## config.mk

```make
export PLATFORM = sky130hd
export DESIGN_NAME = cache_miss_handler_flat
export DESIGN_NICKNAME = d
export VERILOG_FILES = /design/src/rtl/cache_miss_handler_pkg.sv /design/src/rtl/cache_miss_handler_if.sv /design/src/rtl/cache_miss_handler_line_word_counter.sv /design/src/rtl/cache_miss_handler.sv /design/src/flat_wrapper.sv
export SDC_FILE = /design/constraint.sdc
export NUM_CORES = 1
export LEC_CHECK = 0
export ABC_AREA = 0
export BUFFER_PORTS_ARGS = -buffer_cell sky130_fd_sc_hd__clkbuf_2
export CELL_PAD_IN_SITES_DETAIL_PLACEMENT = 1
export CELL_PAD_IN_SITES_GLOBAL_PLACEMENT = 1
export CORE_MARGIN = 2
export CORE_UTILIZATION = 30
export DETAILED_ROUTE_END_ITERATION = 6
export PLACE_DENSITY_LB_ADDON = 0.2
export SETUP_SLACK_MARGIN = 0.02
export SLEW_MARGIN = 40
export SYNTH_ARGS = -nofsm -noshare
export SYNTH_HDL_FRONTEND = slang
export SYNTH_SLANG_ARGS = --single-unit
```

## constraint.sdc

```tcl
create_clock -name clk -period 1.9 [get_ports clk]
set_input_delay 0.095 -clock clk [delete_from_list [all_inputs] [get_ports clk]]
set_output_delay 0.095 -clock clk [all_outputs]
set_load 0.01 [all_outputs]
```

## src/rtl/cache_miss_handler_pkg.sv

```systemverilog
// Shared types and helpers for the cache miss handler: FSM state enum, default geometry,
// line-size arithmetic and address field slicing.
package cache_miss_handler_pkg;
    localparam int DEF_TAG_WIDTH    = 24;
    localparam int DEF_SET_WIDTH    = 4;
    localparam int DEF_OFFSET_WIDTH = 4;
    localparam int DEF_WAYS         = 4;

    typedef enum logic [1:0] {
        IDLE,
        WB,
        FILL,
        DONE
    } miss_state_t;

    function automatic int words_per_line(input int offset_width);
        return 1 << (offset_width - 2);
    endfunction

    function automatic logic [31:0] line_tag_set(input logic [31:0] addr, input int offset_width);
        return addr >> offset_width;
    endfunction

    function automatic logic [31:0] word_index(input logic [31:0] addr, input int offset_width);
        return (addr >> 2) & ((32'd1 << (offset_width - 2)) - 32'd1);
    endfunction
endpackage

```

## src/rtl/cache_miss_handler_if.sv

```systemverilog
// Core request, set-array and memory-bus signals of the cache miss handler.
// The master side is the miss handler, the slave side is the cache arrays plus memory.
interface cache_miss_handler_if #(
    parameter int TAG_WIDTH    = cache_miss_handler_pkg::DEF_TAG_WIDTH,
    parameter int OFFSET_WIDTH = cache_miss_handler_pkg::DEF_OFFSET_WIDTH,
    parameter int WAYS         = cache_miss_handler_pkg::DEF_WAYS
);
    localparam int WAY_W = $clog2(WAYS);
    localparam int WW    = OFFSET_WIDTH - 2;

    logic                 req_valid;
    logic [31:0]          req_addr;
    logic                 hit;
    logic                 dirty;
    logic [TAG_WIDTH-1:0] replace_tag;
    logic [WAY_W-1:0]     victim_way;
    logic [31:0]          line_rdata;
    logic [WAY_W-1:0]     line_way;
    logic [WW-1:0]        line_word;
    logic [31:0]          line_wdata;
    logic                 line_we;
    logic                 line_fill;
    logic                 victim_adv;
    logic                 stall;
    logic                 mem_req;
    logic                 mem_we;
    logic [31:0]          mem_addr;
    logic [31:0]          mem_wdata;
    logic [31:0]          mem_rdata;
    logic                 mem_ready;

    modport master (
        input  req_valid, req_addr, hit, dirty, replace_tag, victim_way, line_rdata,
               mem_rdata, mem_ready,
        output line_way, line_word, line_wdata, line_we, line_fill, victim_adv, stall,
               mem_req, mem_we, mem_addr, mem_wdata
    );

    modport slave (
        output req_valid, req_addr, hit, dirty, replace_tag, victim_way, line_rdata,
               mem_rdata, mem_ready,
        input  line_way, line_word, line_wdata, line_we, line_fill, victim_adv, stall,
               mem_req, mem_we, mem_addr, mem_wdata
    );
endinterface

```

## src/rtl/cache_miss_handler_line_word_counter.sv

```systemverilog
// Word counter shared by the writeback and refill phases: loadable start word,
// wrapping increment, and a flag marking the last word of a full-line burst.
module line_word_counter #(
    parameter int WW = 2
) (
    input  logic          clk,
    input  logic          reset,
    input  logic          load,
    input  logic [WW-1:0] load_val,
    input  logic          inc,
    output logic [WW-1:0] cnt,
    output logic          last
);
    logic [WW-1:0] start_q;

    always_ff @(posedge clk or posedge reset) begin
        if (reset) begin
            cnt     <= '0;
            start_q <= '0;
        end else if (load) begin
            cnt     <= load_val;
            start_q <= load_val;
        end else if (inc) begin
            cnt <= cnt + 1'b1;
        end
    end

    // A burst ends on the word just before its start, so a wrapped burst still moves a full line.
    assign last = (cnt + 1'b1) == start_q;
endmodule

```

## src/rtl/cache_miss_handler.sv

```systemverilog
// Cache miss handler: writes back a dirty victim line, refills it from memory, stalls the core.
// Build option CACHE_CRITICAL_WORD_EN: refill starts at the requested word and stall drops early.
module cache_miss_handler
    import cache_miss_handler_pkg::*;
#(
    parameter int TAG_WIDTH    = DEF_TAG_WIDTH,
    parameter int SET_WIDTH    = DEF_SET_WIDTH,
    parameter int OFFSET_WIDTH = DEF_OFFSET_WIDTH,
    parameter int WAYS         = DEF_WAYS
) (
    input logic                  clk,
    input logic                  reset,
    cache_miss_handler_if.master bus
);
    localparam int WW    = OFFSET_WIDTH - 2;
    localparam int WAY_W = $clog2(WAYS);
    localparam int TS_W  = TAG_WIDTH + SET_WIDTH;

    miss_state_t          state, state_nxt;
    logic [TS_W-1:0]      tag_set_q, req_tag_set;
    logic [TAG_WIDTH-1:0] vtag_q;
    logic [WAY_W-1:0]     way_q;
    logic [WW-1:0]        fill_start_q, fill_start_in;
    logic [WW-1:0]        cnt, cnt_load_val;
    logic                 cnt_load, cnt_inc, cnt_last;
    logic                 miss, fill_stall;
    logic                 unused_offset_bits;

    assign miss               = bus.req_valid & ~bus.hit;
    assign req_tag_set        = TS_W'(line_tag_set(bus.req_addr, OFFSET_WIDTH));
    assign unused_offset_bits = ^bus.req_addr[OFFSET_WIDTH-1:0];

`ifdef CACHE_CRITICAL_WORD_EN
    logic crit_seen_q;

    assign fill_start_in = WW'(word_index(bus.req_addr, OFFSET_WIDTH));

    always_ff @(posedge clk or posedge reset) begin
        if (reset)
            crit_seen_q <= 1'b0;
        else if (state == IDLE)
            crit_seen_q <= 1'b0;
        else if (state == FILL && bus.mem_ready && cnt == fill_start_q)
            crit_seen_q <= 1'b1;
    end

    // Once the requested word is in the array the core runs on; only a miss to another line waits.
    assign fill_stall = ~crit_seen_q | (miss & (req_tag_set != tag_set_q));
`else
    assign fill_start_in = '0;
    assign fill_stall    = 1'b1;
`endif

    always_ff @(posedge clk or posedge reset) begin
        if (reset) begin
            state        <= IDLE;
            tag_set_q    <= '0;
            vtag_q       <= '0;
            way_q        <= '0;
            fill_start_q <= '0;
        end else begin
            state <= state_nxt;
            if (state == IDLE && miss) begin
                tag_set_q    <= req_tag_set;
                vtag_q       <= bus.replace_tag;
                way_q        <= bus.victim_way;
                fill_start_q <= fill_start_in;
            end
        end
    end

    line_word_counter #(.WW(WW)) u_word_cnt (
        .clk      (clk),
        .reset    (reset),
        .load     (cnt_load),
        .load_val (cnt_load_val),
        .inc      (cnt_inc),
        .cnt      (cnt),
        .last     (cnt_last)
    );

    always_comb begin
        state_nxt      = state;
        cnt_load       = 1'b0;
        cnt_load_val   = '0;
        cnt_inc        = 1'b0;
        bus.stall      = 1'b0;
        bus.line_way   = '0;
        bus.line_word  = '0;
        bus.line_wdata = '0;
        bus.line_we    = 1'b0;
        bus.line_fill  = 1'b0;
        bus.victim_adv = 1'b0;
        bus.mem_req    = 1'b0;
        bus.mem_we     = 1'b0;
        bus.mem_addr   = '0;
        bus.mem_wdata  = '0;
        case (state)
            IDLE: begin
                if (miss) begin
                    bus.stall    = ~reset;
                    cnt_load     = 1'b1;
                    cnt_load_val = bus.dirty ? '0 : fill_start_in;
                    state_nxt    = bus.dirty ? WB : FILL;
                end
            end
            WB: begin
                bus.stall     = 1'b1;
                bus.line_way  = way_q;
                bus.line_word = cnt;
                bus.mem_req   = 1'b1;
                bus.mem_we    = 1'b1;
                bus.mem_addr  = {vtag_q, tag_set_q[SET_WIDTH-1:0], cnt, 2'b00};
                bus.mem_wdata = bus.line_rdata;
                if (bus.mem_ready) begin
                    if (cnt_last) begin
                        cnt_load     = 1'b1;
                        cnt_load_val = fill_start_q;
                        state_nxt    = FILL;
                    end else begin
                        cnt_inc = 1'b1;
                    end
                end
            end
            FILL: begin
                bus.stall     = fill_stall;
                bus.line_way  = way_q;
                bus.line_word = cnt;
                bus.mem_req   = 1'b1;
                bus.mem_addr  = {tag_set_q, cnt, 2'b00};
                if (bus.mem_ready) begin
                    bus.line_we    = 1'b1;
                    bus.line_wdata = bus.mem_rdata;
                    cnt_inc        = 1'b1;
                    if (cnt_last)
                        state_nxt = DONE;
                end
            end
            DONE: begin
                bus.line_way   = way_q;
                bus.line_fill  = 1'b1;
                bus.victim_adv = 1'b1;
                state_nxt      = IDLE;
            end
            default: state_nxt = IDLE;
        endcase
    end
endmodule

```

## src/flat_wrapper.sv

```systemverilog
// flat-port wrapper written by rule: the top's interface ports become plain ports
module cache_miss_handler_flat import cache_miss_handler_pkg::*;
#(
    parameter int TAG_WIDTH    = DEF_TAG_WIDTH,
    parameter int SET_WIDTH    = DEF_SET_WIDTH,
    parameter int OFFSET_WIDTH = DEF_OFFSET_WIDTH,
    parameter int WAYS         = DEF_WAYS
)
  (clk, reset, bus_req_valid, bus_req_addr, bus_hit, bus_dirty, bus_replace_tag, bus_victim_way, bus_line_rdata, bus_mem_rdata, bus_mem_ready, bus_line_way, bus_line_word, bus_line_wdata, bus_line_we, bus_line_fill, bus_victim_adv, bus_stall, bus_mem_req, bus_mem_we, bus_mem_addr, bus_mem_wdata);
  cache_miss_handler_if #(.TAG_WIDTH(TAG_WIDTH), .OFFSET_WIDTH(OFFSET_WIDTH), .WAYS(WAYS)) bus_i ();
  input logic clk;
  input logic reset;
  input wire logic [$bits(bus_i.req_valid)-1:0] bus_req_valid;
  input wire logic [$bits(bus_i.req_addr)-1:0] bus_req_addr;
  input wire logic [$bits(bus_i.hit)-1:0] bus_hit;
  input wire logic [$bits(bus_i.dirty)-1:0] bus_dirty;
  input wire logic [$bits(bus_i.replace_tag)-1:0] bus_replace_tag;
  input wire logic [$bits(bus_i.victim_way)-1:0] bus_victim_way;
  input wire logic [$bits(bus_i.line_rdata)-1:0] bus_line_rdata;
  input wire logic [$bits(bus_i.mem_rdata)-1:0] bus_mem_rdata;
  input wire logic [$bits(bus_i.mem_ready)-1:0] bus_mem_ready;
  output wire logic [$bits(bus_i.line_way)-1:0] bus_line_way;
  output wire logic [$bits(bus_i.line_word)-1:0] bus_line_word;
  output wire logic [$bits(bus_i.line_wdata)-1:0] bus_line_wdata;
  output wire logic [$bits(bus_i.line_we)-1:0] bus_line_we;
  output wire logic [$bits(bus_i.line_fill)-1:0] bus_line_fill;
  output wire logic [$bits(bus_i.victim_adv)-1:0] bus_victim_adv;
  output wire logic [$bits(bus_i.stall)-1:0] bus_stall;
  output wire logic [$bits(bus_i.mem_req)-1:0] bus_mem_req;
  output wire logic [$bits(bus_i.mem_we)-1:0] bus_mem_we;
  output wire logic [$bits(bus_i.mem_addr)-1:0] bus_mem_addr;
  output wire logic [$bits(bus_i.mem_wdata)-1:0] bus_mem_wdata;
  assign bus_i.req_valid = bus_req_valid;
  assign bus_i.req_addr = bus_req_addr;
  assign bus_i.hit = bus_hit;
  assign bus_i.dirty = bus_dirty;
  assign bus_i.replace_tag = bus_replace_tag;
  assign bus_i.victim_way = bus_victim_way;
  assign bus_i.line_rdata = bus_line_rdata;
  assign bus_i.mem_rdata = bus_mem_rdata;
  assign bus_i.mem_ready = bus_mem_ready;
  assign bus_line_way = bus_i.line_way;
  assign bus_line_word = bus_i.line_word;
  assign bus_line_wdata = bus_i.line_wdata;
  assign bus_line_we = bus_i.line_we;
  assign bus_line_fill = bus_i.line_fill;
  assign bus_victim_adv = bus_i.victim_adv;
  assign bus_stall = bus_i.stall;
  assign bus_mem_req = bus_i.mem_req;
  assign bus_mem_we = bus_i.mem_we;
  assign bus_mem_addr = bus_i.mem_addr;
  assign bus_mem_wdata = bus_i.mem_wdata;
  cache_miss_handler #(.TAG_WIDTH(TAG_WIDTH), .SET_WIDTH(SET_WIDTH), .OFFSET_WIDTH(OFFSET_WIDTH), .WAYS(WAYS)) u_core (.clk(clk), .reset(reset), .bus(bus_i));
endmodule
```

==> results.txt <==
Register-to-Register Path Depth: 7
First-pass GRT wire length: 19.20 mm
Worst R2R End: u_core.tag_set_q[25]
CP endpoint kind: flop
Synth Flop Type: dfrtp_1
Met1 usage: 21.23%
Vias in the first global route: 3609
Core area: 11270 um2
Via count: 3371
Crit share post-route: 97.39%
Synth warn: 0
Final antenna-violating net count: 0
Post-synth EDFFs: 0
Sequential share of the synthesized area: 42.29%
Utilization after layout: 48.95%
Post-DP Area: 4736 um2
Peak supply drop: 740.8 uV
CTS max path bufs: 2
Boundary Pins: 234
Fmax: 0.5404 GHz
Top Usage Layer GRT: met2
Worst min path class: input port to flop
Final slew viol count: 0
Async SR Flop Fraction: 100.0%
Worst hold slack: 0.009107 ns
GPL Wtd Cong: 0.8114
Critical Path RT: 2.11 ns
Clk_lat worst skew: 0.33 ns
Worst R2R Start: u_core.state[1]
Initial antenna violation count: 1
Synth top area share: 42.29%
Worst hold stages: 2
Critical path class: flop to flop
Distinct cells, synth: 31
Area Growth Syn to Fin: 60.77%
I/O Buffers: 227
Final hold violations: 0
Synth cell count leaders: dfrtp_1 (58), and2_1 (40), and3_1 (32), nor2b_1 (30)
Startpoint types: flop
Hold Path End: u_core.tag_set_q[11]
Avg WL per Cell: 17.16 um
Layout cells sized above 1: 56.92%
Grt met2 use: 36.73%
Largest net degree at the start of global routing: 40
Area contributors post-synth: dfrtp_1 (42%), mux2_4 (12%), mux2_2 (8.9%), and2_1 (7.3%), and3_1 (5.8%)
Yosys top cell by area: dfrtp_1
Rows: 39
Critical path arrival: 2.06 ns
Initial DRC count: 129
Die width: 111.0 um
Vias per inst: 4.715
Synth Area per Inst: 11.25 um2
Initial Utilization: 30.45%
Die area: 12310 um2
Synth Instances: 305
Power, Total: 8.521 mW
Total gr overflow: 0
Post-Synthesis Cell Area: 3432 um2
Pre-antenna DRT Iters: 6
Die height: 111.0 um
Reg2reg setup slack: 0.05 ns
CTS clk-pin slew, worst paths: 0.05 ns
Final-report setup violation count: 0
P per Cell Area: 1544 nW/um2
Placed Cells: 657
Finished Cell Area: 5518 um2
Crit path max fanout: 20
Setup Skew: 0.009395 ns
Worst-Margin Slew: 0.5240 ns
CTS Root Cell: clkbuf_16
DP Wirelength: 8.463 mm
Seq cells post-synth: 58
Leak Pwr: 3.023 nW
Post-Layout Cell Count: 715
Status: finished, final reports clean
DRC Markers: 0
Max Cap Viol: 0
CTS Buf Count: 9
CTS tree: done
Global-route usage over all layers: 19.95%
Hold Path Origin: bus_req_addr[15]
Most frequent cell after synthesis: dfrtp_1
RSZ-0062 raised after global routing: true
# nets final: 705
Clock sink count: 58
Slew headroom: 65.01%
Met3 global-route usage: 6.506%
H-tree depth: 3
Routed WL: 12.27 mm
Final min period: 1.850 ns
==> per-stage QoR <==
step | setup WS, ns | TNS (ns)
floorplan | 0.2723 | 0
global placement | 0.1708 | 0
detailed placement | 0.09346 | 0
CTS | 0.02318 | 0
global route | -0.02991 | -0.5048
finish | 0.04957 | 0
==> cell families (layout without fill, tap and decap cells) <==
kind of cell	after synthesis	in the layout	synth area share [%]
other cells	1	3	0.1093
mux	54	54	20.67
simple gates	112	112	20.01
compound gates	40	40	9.078
flops	58	58	42.29
buf+inv	32	297	4.922
fa+ha+maj	8	8	2.917
==> state kept, by name (all words and copies together) (netlist names) <==
register and flops:
u_core.state 2, u_core.way_q 2, u_core.tag_set_q 28, u_core.vtag_q 24, u_core.u_word_cnt.cnt 2
==> layout make-up <==
cell class / instances / area [um2]
diodes: 1 / 2.502
clock buffers: 13 / 260.3
fillers: 1309 / 5754
inverters: 3 / 16.27
multi-input cells: 216 / 1853
flip-flops and latches: 58 / 1454
well taps: 143 / 178.9
repair buffers: 281 / 1753
==> worst max-delay path, stage by stage, from the launching register on <==
cell,delay (ns)
dfrtp_2,0.45
inv_4,0.10
ha_4,0.15
nand3b_1,0.13
buf_4,0.18
buf_4,0.14
bufbuf_16,0.30
mux2_2,0.29
==> layout by cell type, fill, tap and decap left out, types with 3 or more instances in the layout <==
cell type	instances
mux2_4	27
buf_12	5
and2_1	40
dlygate4sd3_1	35
dfrtp_1	56
mux2_2	27
o21ba_2	3
clkbuf_2	226
buf_6	3
a22oi_1	24
nor2b_1	30
ha_1	5
buf_4	9
clkbuf_16	9
and3_1	32
==> report_power, final <==
group          switching (mW)  internal, mW  leakage (nW)
sequential              0.399          1.88         0.691
clock                   0.518         0.929         0.128
combinational            2.29          2.51          2.20
==> how the worst max path moves through the flow <==
stage	from	endpoint	slack, ns
3_3_place_gp	u_core.state[0]	bus_mem_addr[4]	0.17
3_5_place_dp	u_core.state[0]	bus_stall	0.09
6_report	u_core.state[1]	u_core.tag_set_q[25]	0.05
4_1_cts	u_core.state[0]	bus_stall	0.02
5_1_grt	u_core.state[0]	u_core.tag_set_q[25]	-0.03
2_1_floorplan	u_core.state[0]	bus_mem_addr[2]	0.27
==> repair_timing <==
action	in CTS	in global routing
resized for setup	11	4
cloned	2	0
setup endpoints to repair	57	87
hold buffers	34	1
setup buffers	5	2
endpoints found under the hold margin	55	1
pin swaps	1	2
==> routing by layer <==
metal | vias up | routed length (um) | part of all wire, %
li1 | 1585 | - | -
met4 | 0 | 201 | 1.6
met2 | 134 | 6440 | 52
met5 | - | 0 | 0
met3 | 11 | 876 | 7.1
met1 | 1641 | 4750 | 39
Power figures use the tool's default switching activity.
